**src/rtl/adc_capture_pkg.sv**
```systemverilog
// adc_capture_pkg: shared types and constants for the paced ADC capture stage.
package adc_capture_pkg;

    // Capture sequencer states
    typedef enum logic [1:0] {
        IDLE      = 2'd0,
        WAIT_TICK = 2'd1,
        WRITE     = 2'd2,
        DONE      = 2'd3
    } capture_state_e;

    // Width of one mcp3002 conversion
    localparam int ADC_DATA_W     = 10;

    // Address width of the Gowin_SP_adc sample RAM (8192 entries)
    localparam int ADC_RAM_ADDR_W = 13;

    // Number of system clocks between two samples
    function automatic int calc_div(input int clk_hz, input int sample_hz);
        return clk_hz / sample_hz;
    endfunction

endpackage

```
**src/rtl/adc_capture_if.sv**
```systemverilog
// adc_capture_if: ADC handshake plus BSRAM write port seen by the capture stage.
// The master side is the capture block, the slave side is the ADC/RAM pair.
interface adc_capture_if
    import adc_capture_pkg::*;
#(
    parameter int ADDR_W = ADC_RAM_ADDR_W,
    parameter int DATA_W = ADC_DATA_W
);
    logic              adc_enable;
    logic [DATA_W-1:0] adc_data;
    logic              adc_available;
    logic              adc_clear_available;

    logic              sp_adc_oce;
    logic              sp_adc_ce;
    logic              sp_adc_wre;
    logic [ADDR_W-1:0] sp_adc_ad;
    logic [DATA_W-1:0] sp_adc_din;

    modport master (
        output adc_enable,
        input  adc_data,
        input  adc_available,
        output adc_clear_available,
        output sp_adc_oce,
        output sp_adc_ce,
        output sp_adc_wre,
        output sp_adc_ad,
        output sp_adc_din
    );

    modport slave (
        input  adc_enable,
        output adc_data,
        output adc_available,
        input  adc_clear_available,
        input  sp_adc_oce,
        input  sp_adc_ce,
        input  sp_adc_wre,
        input  sp_adc_ad,
        input  sp_adc_din
    );

endinterface

```
**src/rtl/adc_capture_sample_tick_gen.sv**
```systemverilog
// sample_tick_gen: free-running modulo-DIV counter producing a one-cycle tick on its
// last count. restart forces the count to zero; enable freezes it when low.
module sample_tick_gen #(
    parameter int DIV = 10
) (
    input  logic clk,
    input  logic rst_n,
    input  logic restart,
    input  logic enable,
    output logic tick
);
    localparam int              CNT_W = (DIV > 2) ? $clog2(DIV) : 1;
    localparam logic [CNT_W-1:0] LAST = CNT_W'(DIV - 1);

    logic [CNT_W-1:0] cnt_q;
    logic [CNT_W-1:0] cnt_d;

    // Next count: restart wins, otherwise wrap at the last count while enabled
    always_comb begin
        cnt_d = cnt_q;
        if (restart) begin
            cnt_d = '0;
        end else if (enable) begin
            cnt_d = (cnt_q == LAST) ? '0 : cnt_q + 1'b1;
        end
    end

    // Counter register
    always_ff @(posedge clk or negedge rst_n) begin
        if (!rst_n) begin
            cnt_q <= '0;
        end else begin
            cnt_q <= cnt_d;
        end
    end

    assign tick = enable && (cnt_q == LAST);

endmodule

```
**src/rtl/adc_capture.sv**
```systemverilog
// adc_capture: on start, writes one ADC sample every DIV clocks into the sample
// BSRAM until the programmed length is reached, then holds finish until clear.
// Missing conversions are replaced by the previous sample and flagged in underrun.
// Build macro ADC_CAPTURE_SIGNED_EN: store samples as two's complement (MSB inverted).
module adc_capture
    import adc_capture_pkg::*;
#(
    parameter int CLK_FREQ          = 48_000_000,
    parameter int ADC_SAMPLING_FREQ = 48_000,
    parameter int ADDR_W            = ADC_RAM_ADDR_W,
    parameter int DATA_W            = ADC_DATA_W
) (
    input  logic            clk,
    input  logic            rst_n,
    input  logic            start,
    input  logic [ADDR_W:0] length,
    input  logic            clear,
    output logic            finish,
    output logic            busy,
    output logic            underrun,
    output logic [ADDR_W:0] count,
    adc_capture_if.master   bus
);
    // DIV must be at least 4 so the WRITE cycle never lands on a tick
    localparam int              DIV   = calc_div(CLK_FREQ, ADC_SAMPLING_FREQ);
    localparam logic [ADDR_W:0] DEPTH = {1'b1, {ADDR_W{1'b0}}};

    capture_state_e    state_q, state_d;
    logic [ADDR_W:0]   len_q, len_d;
    logic [ADDR_W:0]   count_q, count_d;
    logic              underrun_q, underrun_d;
    logic              finish_q, finish_d;
    logic              busy_q, busy_d;
    logic              clr_avail_q, clr_avail_d;
    logic              wr_q, wr_d;
    logic [ADDR_W-1:0] ad_q, ad_d;
    logic [DATA_W-1:0] din_q, din_d;

    logic              tick;
    logic              tick_restart;
    logic              tick_enable;
    logic [ADDR_W:0]   count_inc;

    function automatic logic [DATA_W-1:0] to_ram(input logic [DATA_W-1:0] raw);
`ifdef ADC_CAPTURE_SIGNED_EN
        return {~raw[DATA_W-1], raw[DATA_W-2:0]};
`else
        return raw;
`endif
    endfunction

    assign tick_restart = (state_q == IDLE) && start;
    assign tick_enable  = (state_q == WAIT_TICK) || (state_q == WRITE);
    assign count_inc    = count_q + 1'b1;

    sample_tick_gen #(
        .DIV (DIV)
    ) u_tick (
        .clk     (clk),
        .rst_n   (rst_n),
        .restart (tick_restart),
        .enable  (tick_enable),
        .tick    (tick)
    );

    // Sequencer next-state and next-output logic; outputs are registered from these
    always_comb begin
        state_d     = state_q;
        len_d       = len_q;
        count_d     = count_q;
        underrun_d  = underrun_q;
        clr_avail_d = 1'b0;
        wr_d        = 1'b0;
        ad_d        = ad_q;
        din_d       = din_q;

        case (state_q)
            IDLE: begin
                if (start) begin
                    underrun_d = 1'b0;
                    if (length == '0) begin
                        state_d = DONE;
                    end else begin
                        len_d   = (length > DEPTH) ? DEPTH : length;
                        count_d = '0;
                        state_d = WAIT_TICK;
                    end
                end
            end
            WAIT_TICK: begin
                if (tick) begin
                    state_d = WRITE;
                    wr_d    = 1'b1;
                    ad_d    = count_q[ADDR_W-1:0];
                    if (bus.adc_available) begin
                        din_d       = to_ram(bus.adc_data);
                        clr_avail_d = 1'b1;
                    end else begin
                        underrun_d  = 1'b1;
                    end
                end
            end
            WRITE: begin
                count_d = count_inc;
                state_d = (count_inc == len_q) ? DONE : WAIT_TICK;
            end
            DONE: begin
                if (clear) begin
                    state_d = IDLE;
                end
            end
            default: begin
                state_d = IDLE;
            end
        endcase

        busy_d   = (state_d == WAIT_TICK) || (state_d == WRITE);
        finish_d = (state_d == DONE);
    end

    // Sequencer state and registered outputs
    always_ff @(posedge clk or negedge rst_n) begin
        if (!rst_n) begin
            state_q     <= IDLE;
            len_q       <= '0;
            count_q     <= '0;
            underrun_q  <= 1'b0;
            finish_q    <= 1'b0;
            busy_q      <= 1'b0;
            clr_avail_q <= 1'b0;
            wr_q        <= 1'b0;
            ad_q        <= '0;
            din_q       <= '0;
        end else begin
            state_q     <= state_d;
            len_q       <= len_d;
            count_q     <= count_d;
            underrun_q  <= underrun_d;
            finish_q    <= finish_d;
            busy_q      <= busy_d;
            clr_avail_q <= clr_avail_d;
            wr_q        <= wr_d;
            ad_q        <= ad_d;
            din_q       <= din_d;
        end
    end

    assign finish                  = finish_q;
    assign busy                    = busy_q;
    assign underrun                = underrun_q;
    assign count                   = count_q;
    assign bus.adc_enable          = busy_q;
    assign bus.adc_clear_available = clr_avail_q;
    assign bus.sp_adc_oce          = 1'b1;
    assign bus.sp_adc_ce           = wr_q;
    assign bus.sp_adc_wre          = wr_q;
    assign bus.sp_adc_ad           = ad_q;
    assign bus.sp_adc_din          = din_q;

endmodule

```
**src/flat_wrapper.sv**
```systemverilog
// flat-port wrapper written by rule: the top's interface ports become plain ports
module adc_capture_flat import adc_capture_pkg::*;
#(
    parameter int CLK_FREQ          = 48_000_000,
    parameter int ADC_SAMPLING_FREQ = 48_000,
    parameter int ADDR_W            = ADC_RAM_ADDR_W,
    parameter int DATA_W            = ADC_DATA_W
)
  (clk, rst_n, start, length, clear, finish, busy, underrun, count, bus_adc_enable, bus_adc_data, bus_adc_available, bus_adc_clear_available, bus_sp_adc_oce, bus_sp_adc_ce, bus_sp_adc_wre, bus_sp_adc_ad, bus_sp_adc_din);
  adc_capture_if #(.ADDR_W(ADDR_W), .DATA_W(DATA_W)) bus_i ();
  input  logic clk;
  input  logic rst_n;
  input  logic start;
  input  logic [ADDR_W:0] length;
  input  logic clear;
  output logic finish;
  output logic busy;
  output logic underrun;
  output logic [ADDR_W:0] count;
  output wire logic [$bits(bus_i.adc_enable)-1:0] bus_adc_enable;
  input wire logic [$bits(bus_i.adc_data)-1:0] bus_adc_data;
  input wire logic [$bits(bus_i.adc_available)-1:0] bus_adc_available;
  output wire logic [$bits(bus_i.adc_clear_available)-1:0] bus_adc_clear_available;
  output wire logic [$bits(bus_i.sp_adc_oce)-1:0] bus_sp_adc_oce;
  output wire logic [$bits(bus_i.sp_adc_ce)-1:0] bus_sp_adc_ce;
  output wire logic [$bits(bus_i.sp_adc_wre)-1:0] bus_sp_adc_wre;
  output wire logic [$bits(bus_i.sp_adc_ad)-1:0] bus_sp_adc_ad;
  output wire logic [$bits(bus_i.sp_adc_din)-1:0] bus_sp_adc_din;
  assign bus_adc_enable = bus_i.adc_enable;
  assign bus_i.adc_data = bus_adc_data;
  assign bus_i.adc_available = bus_adc_available;
  assign bus_adc_clear_available = bus_i.adc_clear_available;
  assign bus_sp_adc_oce = bus_i.sp_adc_oce;
  assign bus_sp_adc_ce = bus_i.sp_adc_ce;
  assign bus_sp_adc_wre = bus_i.sp_adc_wre;
  assign bus_sp_adc_ad = bus_i.sp_adc_ad;
  assign bus_sp_adc_din = bus_i.sp_adc_din;
  adc_capture #(.CLK_FREQ(CLK_FREQ), .ADC_SAMPLING_FREQ(ADC_SAMPLING_FREQ), .ADDR_W(ADDR_W), .DATA_W(DATA_W)) u_core (.clk(clk), .rst_n(rst_n), .start(start), .length(length), .clear(clear), .finish(finish), .busy(busy), .underrun(underrun), .count(count), .bus(bus_i));
endmodule
```
**config.mk**
```make
export PLATFORM = sky130hd
export DESIGN_NAME = adc_capture_flat
export DESIGN_NICKNAME = d
export VERILOG_FILES = /design/src/rtl/adc_capture_pkg.sv /design/src/rtl/adc_capture_if.sv /design/src/rtl/adc_capture_sample_tick_gen.sv /design/src/rtl/adc_capture.sv /design/src/flat_wrapper.sv
export SDC_FILE = /design/constraint.sdc
export NUM_CORES = 1
export LEC_CHECK = 0
export ABC_AREA = 1
export CAP_MARGIN = 10
export CORE_ASPECT_RATIO = 1.5
export CORE_MARGIN = 2
export CORE_UTILIZATION = 40
export CTS_BUF_LIST = sky130_fd_sc_hd__clkbuf_4 sky130_fd_sc_hd__clkbuf_8 sky130_fd_sc_hd__clkbuf_16
export CTS_CLUSTER_SIZE = 10
export DETAILED_ROUTE_END_ITERATION = 12
export PLACE_DENSITY_LB_ADDON = 0.12
export SETUP_SLACK_MARGIN = 0.15
export SYNTH_ARGS = -nofsm -noshare
export SYNTH_HDL_FRONTEND = slang
export SYNTH_HIERARCHICAL = 1
export SYNTH_SLANG_ARGS = --single-unit
```
**constraint.sdc**
```tcl
create_clock -name clk -period 5.1 [get_ports clk]
set_input_delay 0.51 -clock clk [delete_from_list [all_inputs] [get_ports clk]]
set_output_delay 0.51 -clock clk [all_outputs]
set_load 0.02 [all_outputs]
```
-- After elaboration in Yosys (flattened, before gate mapping)
Cells that the tools add are included.
- $lt $le $gt $ge: 1
- add/sub/neg operators: 2
- eq/ne operators: 12
- bitwise operators: 1
- multiplexer cells: 22
- reductions and logical operators: 14
- operators with widths (kind ; number):
    $mux W14 ; 3
    $mux W10 ; 3
    $pmux W14 S2 ; 1
    $add A14 B1 Y14 const B ; 1
    $eq A14 B14 Y1 ; 1
    $gt A14 B14 Y1 const B ; 1
    $logic_not A14 Y1 ; 1
    $add A10 B1 Y10 const B ; 1
    $eq A10 B10 Y1 const B ; 1
    $mux W2 ; 5
    $reduce_and A3 Y1 ; 3
    $eq A2 B2 Y1 const B ; 4
    $mux W1 ; 8
    $pmux W2 S4 ; 1
    $ne A2 B2 Y1 const B ; 3
    $reduce_bool A2 Y1 ; 3
    $eq A2 B1 Y1 const B ; 2
    $reduce_and A4 Y1 ; 1
    $logic_and A1 B1 Y1 ; 2
    $logic_not A2 Y1 ; 1
    $logic_or A1 B1 Y1 ; 2
    $ne A2 B1 Y1 const B ; 1
    $pmux W1 S2 ; 1
    $reduce_and A2 Y1 ; 1
    $not A1 Y1 ; 1
- logic and storage cells: 63
- output and inout bits: 45
- bits in registers: 68

-- Depth between registers and ports, before layout
- word-level depth: 7
- gate-level depth with buffers: 14
- depth with buffers taken out: 14

-- Cells and area by module
Netlist, hierarchy kept.
- by module, submodules not included (module ; sequential area each (µm²) ; area an instance (µm²) ; times used ; cells an instance):
    adc_capture ; 1451.4 ; 2971.6 ; 1 ; 373
    sample_tick_gen ; 250.2 ; 619.3 ; 1 ; 82

-- Worst setup path after synthesis
OpenSTA, ideal clock, no wires.
- path type: reg-to-reg
- start: reg u_core.state_q[0]
- end: reg u_core.busy_q, in the netlist u_core/bus.adc_enable
- cell stages (with the launch flop): 11
- period minus slack after synthesis: 2146 ps
- required time: 4974 ps
- buffers on the path: 1
- path slack: 2954 ps
- arrival time: 2020 ps
- path through: dfrtp_1 -> inv_1 -> ha_1 -> inv_1 -> nor4_1 -> nand2_1 -> clkbuf_1 -> nand2_1 -> a21oi_1 -> a21oi_1 -> ha_1
- longest elaborated chain between the ends: 7
- elaborated cells on any way between the ends: 13
- those cells by class: eq/ne (5); mux (4); reduce/logical (4)
- RTL lines (what ; line ; source):
    start: declaration ; adc_capture.sv:28 ; capture_state_e state_q, state_d;
    start signal: assignment ; adc_capture.sv:135 ; state_q <= state_d;
    $eq A2 B1 Y1 / $eq A2 B2 Y1 (equally long branches) ; adc_capture.sv:53 ; assign tick_enable = (state_q == WAIT_TICK) || (state_q == WRITE);
    $logic_or A1 B1 Y1 * ; adc_capture.sv:53 ;
    named net u_core.tick_enable ; adc_capture.sv:41 ; logic tick_enable;
    $logic_and A1 B1 Y1 * ; adc_capture_sample_tick_gen.sv:37 ; assign tick = enable && (cnt_q == LAST);
    named net u_core.tick ; adc_capture.sv:39 ; logic tick;
    $mux W2 * ; adc_capture.sv:91 ; if (tick) begin
    $pmux W2 S4 * ; adc_capture.sv:77 ; case (state_q)
    $eq A2 B1 Y1 / $eq A2 B2 Y1 (equally long branches) ; adc_capture.sv:117 ; busy_d = (state_d == WAIT_TICK) || (state_d == WRITE);
    $logic_or A1 B1 Y1 * ; adc_capture.sv:117 ;
    named net u_core.busy_d ; adc_capture.sv:33 ; logic busy_q, busy_d;
    end signal: assignment ; adc_capture.sv:140 ; busy_q <= busy_d;
    end: declaration ; adc_capture.sv:33 ;
The timed path passes the listed nets; every way through them passes the cells marked *.
A chain may end at the register's enable or synchronous reset.

-- Final worst setup path
- start: reg u_core.state_q[0]
- end: reg u_core.din_q[4], in the netlist u_core/bus.sp_adc_din[4]
- longest elaborated chain between the ends: 4
- elaborated cells on any way between the ends: 5
- those cells by class: eq/ne (2); reduce/logical (3)
- RTL lines (what ; line ; source):
    $eq A2 B1 Y1 / $eq A2 B2 Y1 (equally long branches) ; adc_capture.sv:53 ;
    $logic_or A1 B1 Y1 * ; adc_capture.sv:53 ;
    named net u_core.tick_enable ; adc_capture.sv:41 ;
    $logic_and A1 B1 Y1 * ; adc_capture_sample_tick_gen.sv:37 ;
    named net u_core.tick ; adc_capture.sv:39 ;
    $reduce_and A3 Y1 (no source line) * ; n/a ;
    end signal: assignment ; adc_capture.sv:144 ; din_q <= din_d;
    end: declaration ; adc_capture.sv:37 ; logic [DATA_W-1:0] din_q, din_d;
Marks and branches as above.

==> results_dict.tcl <==
set metrics [dict create \
    status "finished clean" \
    place_hpwl_um 6685 \
    hold_path.class "in2async" \
    fp.dieW_um 81.36 \
    synthToLayoutAreaGrowth_pct 30.45 \
    coreArea_sq_mm 0.008776 \
    crit_chain "inv_1, ha_1, inv_1, nor4_1, nand2_1, buf_4, nor2_1, clkinv_1, nand2_1, nand2_1" \
    path_class "reg2reg" \
    synthesis.nets 491 \
    n_antenna_cell 0 \
    critical_path.top_delay_family "simple AND/OR/NAND/NOR gates" \
    slowest_stage "nor2_1" \
    synth.avg_cell_area_sq_um 7.892 \
    synthAdderAreaFrac 0.02439 \
    start_util 0.4092 \
    grt_overflow 0 \
    synth-simple-area-share 0.3390 \
    p_per_area_mw_per_mm2 394.2 \
    drv_cap 0 \
    clk_pin_slew_ns 0.06 \
    cp_common_cell "nand2_1" \
    r2r_end "u_core/bus.sp_adc_din[4]$_DFFE_PN0P_" \
    path_max_fanout 29 \
    synth-seq-cells 68 \
    p_total_mw 1.847 \
    crit_buf_inv 4 \
    fin_ws_ns 2.103 \
    irDropWorstVdd_mv 0.2819 \
    reg2reg_from "u_core/state_q[0]$_DFF_PN0_" \
    layout.nets 564 \
    cp.depth 10 \
    synth_compound_area_frac 0.07700 \
    hold_viol_final 0 \
    io_pins 74 \
    max_slew_margin 0.4280 \
    via_per_inst 4.896 \
    cp-start-kind "register" \
    drive_gt1_frac 0.07505 \
    end_kind "register" \
    yosysWarnings 6 \
    ys_seq_area_frac 0.4739 \
    synth_top_family_by_area "simple AND/OR/NAND/NOR gates" \
    grt_max_degree 69 \
    synth_xor_area_frac 0.007317 \
    synth_area_sq_mm 0.003591 \
    wirelength_um 8841 \
    critPathArrivalTime_ns 3.22 \
    period_share 0.5876 \
    h-tree-depth 3 \
    ys_types 36 \
    synth_mux_area_frac 0.002787 \
    clk_latency_ns 0.34 \
    drc 0 \
    postCtsHoldBufs 0 \
    grt_pass1_vias 3142 \
    drtPass1Iterations 4 \
    endpoint "u_core/bus.sp_adc_din[4]$_DFFE_PN0P_" \
    pre_cts_ws_ns 2.057 \
    drt_iter0_drc 152 \
    slowest_delay_ns 0.55 \
    grt_pass1_wl_um 14740 \
    setup-tns-final_ns 0 \
    post-route-util 0.5338 \
    period_needed_ns 2.997 \
    mostFrequentLayoutCells "145 x nand2_1, 71 x clkdlybuf4s50_1, 68 x dfrtp_1" \
    synthCells 455 \
    post_cts_resized 0 \
    cp.required_ns 5.32 \
    regArea_sq_mm 0.001702 \
    maxSlewViolCount 0 \
    setup_violations 0 \
    r2r_cells 10 \
    vias 3148 \
    cts_root_buf "clkbuf_16" \
    ff2ff_setup_slack_ns 2.10 \
    cts_made_buffers 9 \
    multiInputGateArea_sq_mm 0.001622 \
    cts_tree "built" \
    grt_antenna_before_repair 0 \
    fin_worst_skew_ns 0.004180 \
    dieArea_sq_mm 0.009767 \
    worstMarginPinSlew_ns 0.8580 \
    max_freq_mhz 333.7 \
    num-fill-cells 816 \
    cts_setup_buffers 0 \
    dieHeight_um 120.0 \
    rsz0062_at_grt "no" \
    gp_congestion 0.8669 \
    holdWs_ns 0.3776 \
    io_buffers 72 \
    leakage_nw 2.181 \
    critPathLaunch "u_core/state_q[0]$_DFF_PN0_" \
    ant_nets 0 \
    wl_per_cell_um 13.75 \
    rows 42 \
    cts_max_path_buffers 2 \
    clkSinkCount 68 \
    track_usage 0.2006 \
    final_common_cell "nand2_1" \
]
-- stage by stage --
stage	instance area (sq um)	cells
2_1_floorplan	3591	455
3_3_place_gp	4372	627
3_5_place_dp	4372	627
4_1_cts	4684	643
5_1_grt	4684	643
6_report	4684	643
-- worst min path at each step --
stage	depth (start not counted)	endpoint
floorplan	0	u_core/bus.adc_clear_available$_DFF_PN0_
global placement	2	u_core/bus.sp_adc_din[7]$_DFFE_PN0P_
detailed placement	2	u_core/bus.sp_adc_din[7]$_DFFE_PN0P_
CTS	2	u_core/count[7]$_DFFE_PN0P_
global route	2	u_core/count[5]$_DFFE_PN0P_
finish	2	u_core/count[7]$_DFFE_PN0P_
-- Yosys cell counts --
cell type / n / area share
a21oi_1: 5 / 0.0070
a22o_1: 1 / 0.0024
buf_2: 1 / 0.0014
buf_4: 3 / 0.0063
buf_6: 4 / 0.013
clkbuf_1: 4 / 0.0042
clkinv_1: 1 / 0.0010
conb_1: 1 / 0.0010
dfrtp_1: 68 / 0.47
ha_1: 7 / 0.024
inv_1: 44 / 0.046
inv_2: 3 / 0.0031
mux2i_1: 1 / 0.0028
nand2_1: 145 / 0.15
nand2_2: 5 / 0.0087
nand2_4: 2 / 0.0063
nand3_1: 50 / 0.070
nand3_2: 1 / 0.0028
nand3b_1: 7 / 0.015
nand4_1: 7 / 0.012
nor2_1: 36 / 0.038
nor2_2: 2 / 0.0035
nor2_4: 4 / 0.013
nor2_8: 1 / 0.0056
nor3_1: 1 / 0.0014
nor3b_1: 1 / 0.0021
nor4_1: 2 / 0.0035
nor4_2: 1 / 0.0035
o21ai_0: 26 / 0.036
o21ai_1: 2 / 0.0028
o21bai_1: 2 / 0.0042
o21bai_4: 1 / 0.0052
o22ai_1: 11 / 0.019
or2_1: 1 / 0.0017
or2_2: 1 / 0.0017
xor2_1: 3 / 0.0073
-- worst reg2reg max path: stages, from the launching register on --
cell,delay (ns)
dfrtp_1,0.41
inv_1,0.09
ha_1,0.38
inv_1,0.12
nor4_1,0.36
nand2_1,0.08
buf_4,0.22
nor2_1,0.55
clkinv_1,0.46
nand2_1,0.15
nand2_1,0.06
-- logic make-up (layout without fill, tap and decap cells) --
kind of cell	count (synthesis)	in the layout
and+or+nand+nor	267	267
DFF	68	68
muxes	1	1
xor gates and xnor gates	3	3
other	1	1
buffers and inverters	60	138
AOI/OAI and AO/OA	48	48
adders and majority gates	7	7
-- report_power, final --
group | internal, mW | switching, mW
combinational | 0.193 | 0.325
sequential | 0.626 | 0.0639
clock | 0.405 | 0.234
total | 1.22 | 0.623
-- metal layers --
metal  up-vias  global-route usage  routed length (um)
met5         -                   0                   0
met4         0             0.08581                 189
met3        13             0.04887                 364
met2        79              0.3463                4709
met1      1439              0.2299                3578
li1       1617                   -                   -
-- sequential cells by signal, indices dropped and copies added, names as in the netlist --
register and flops:
u_core/bus.adc_clear_available 1, u_core/bus.sp_adc_ce 1, u_core/u_tick/cnt_q 10, u_core/finish 1, u_core/bus.sp_adc_ad 13, u_core/bus.sp_adc_din 10, u_core/state_q 2, u_core/underrun 1
u_core/len_q 14, u_core/bus.adc_enable 1, u_core/count 14
-- cell type report --
cell class,count,area share
tap,110,0.02938
sequential,68,0.3632
timing repair buffer,74,0.1560
clock inverter,5,0.01282
multi-input combinational,327,0.3462
inverter,48,0.03846
clock buffer,11,0.05395
Power figures use the tool's default switching activity.
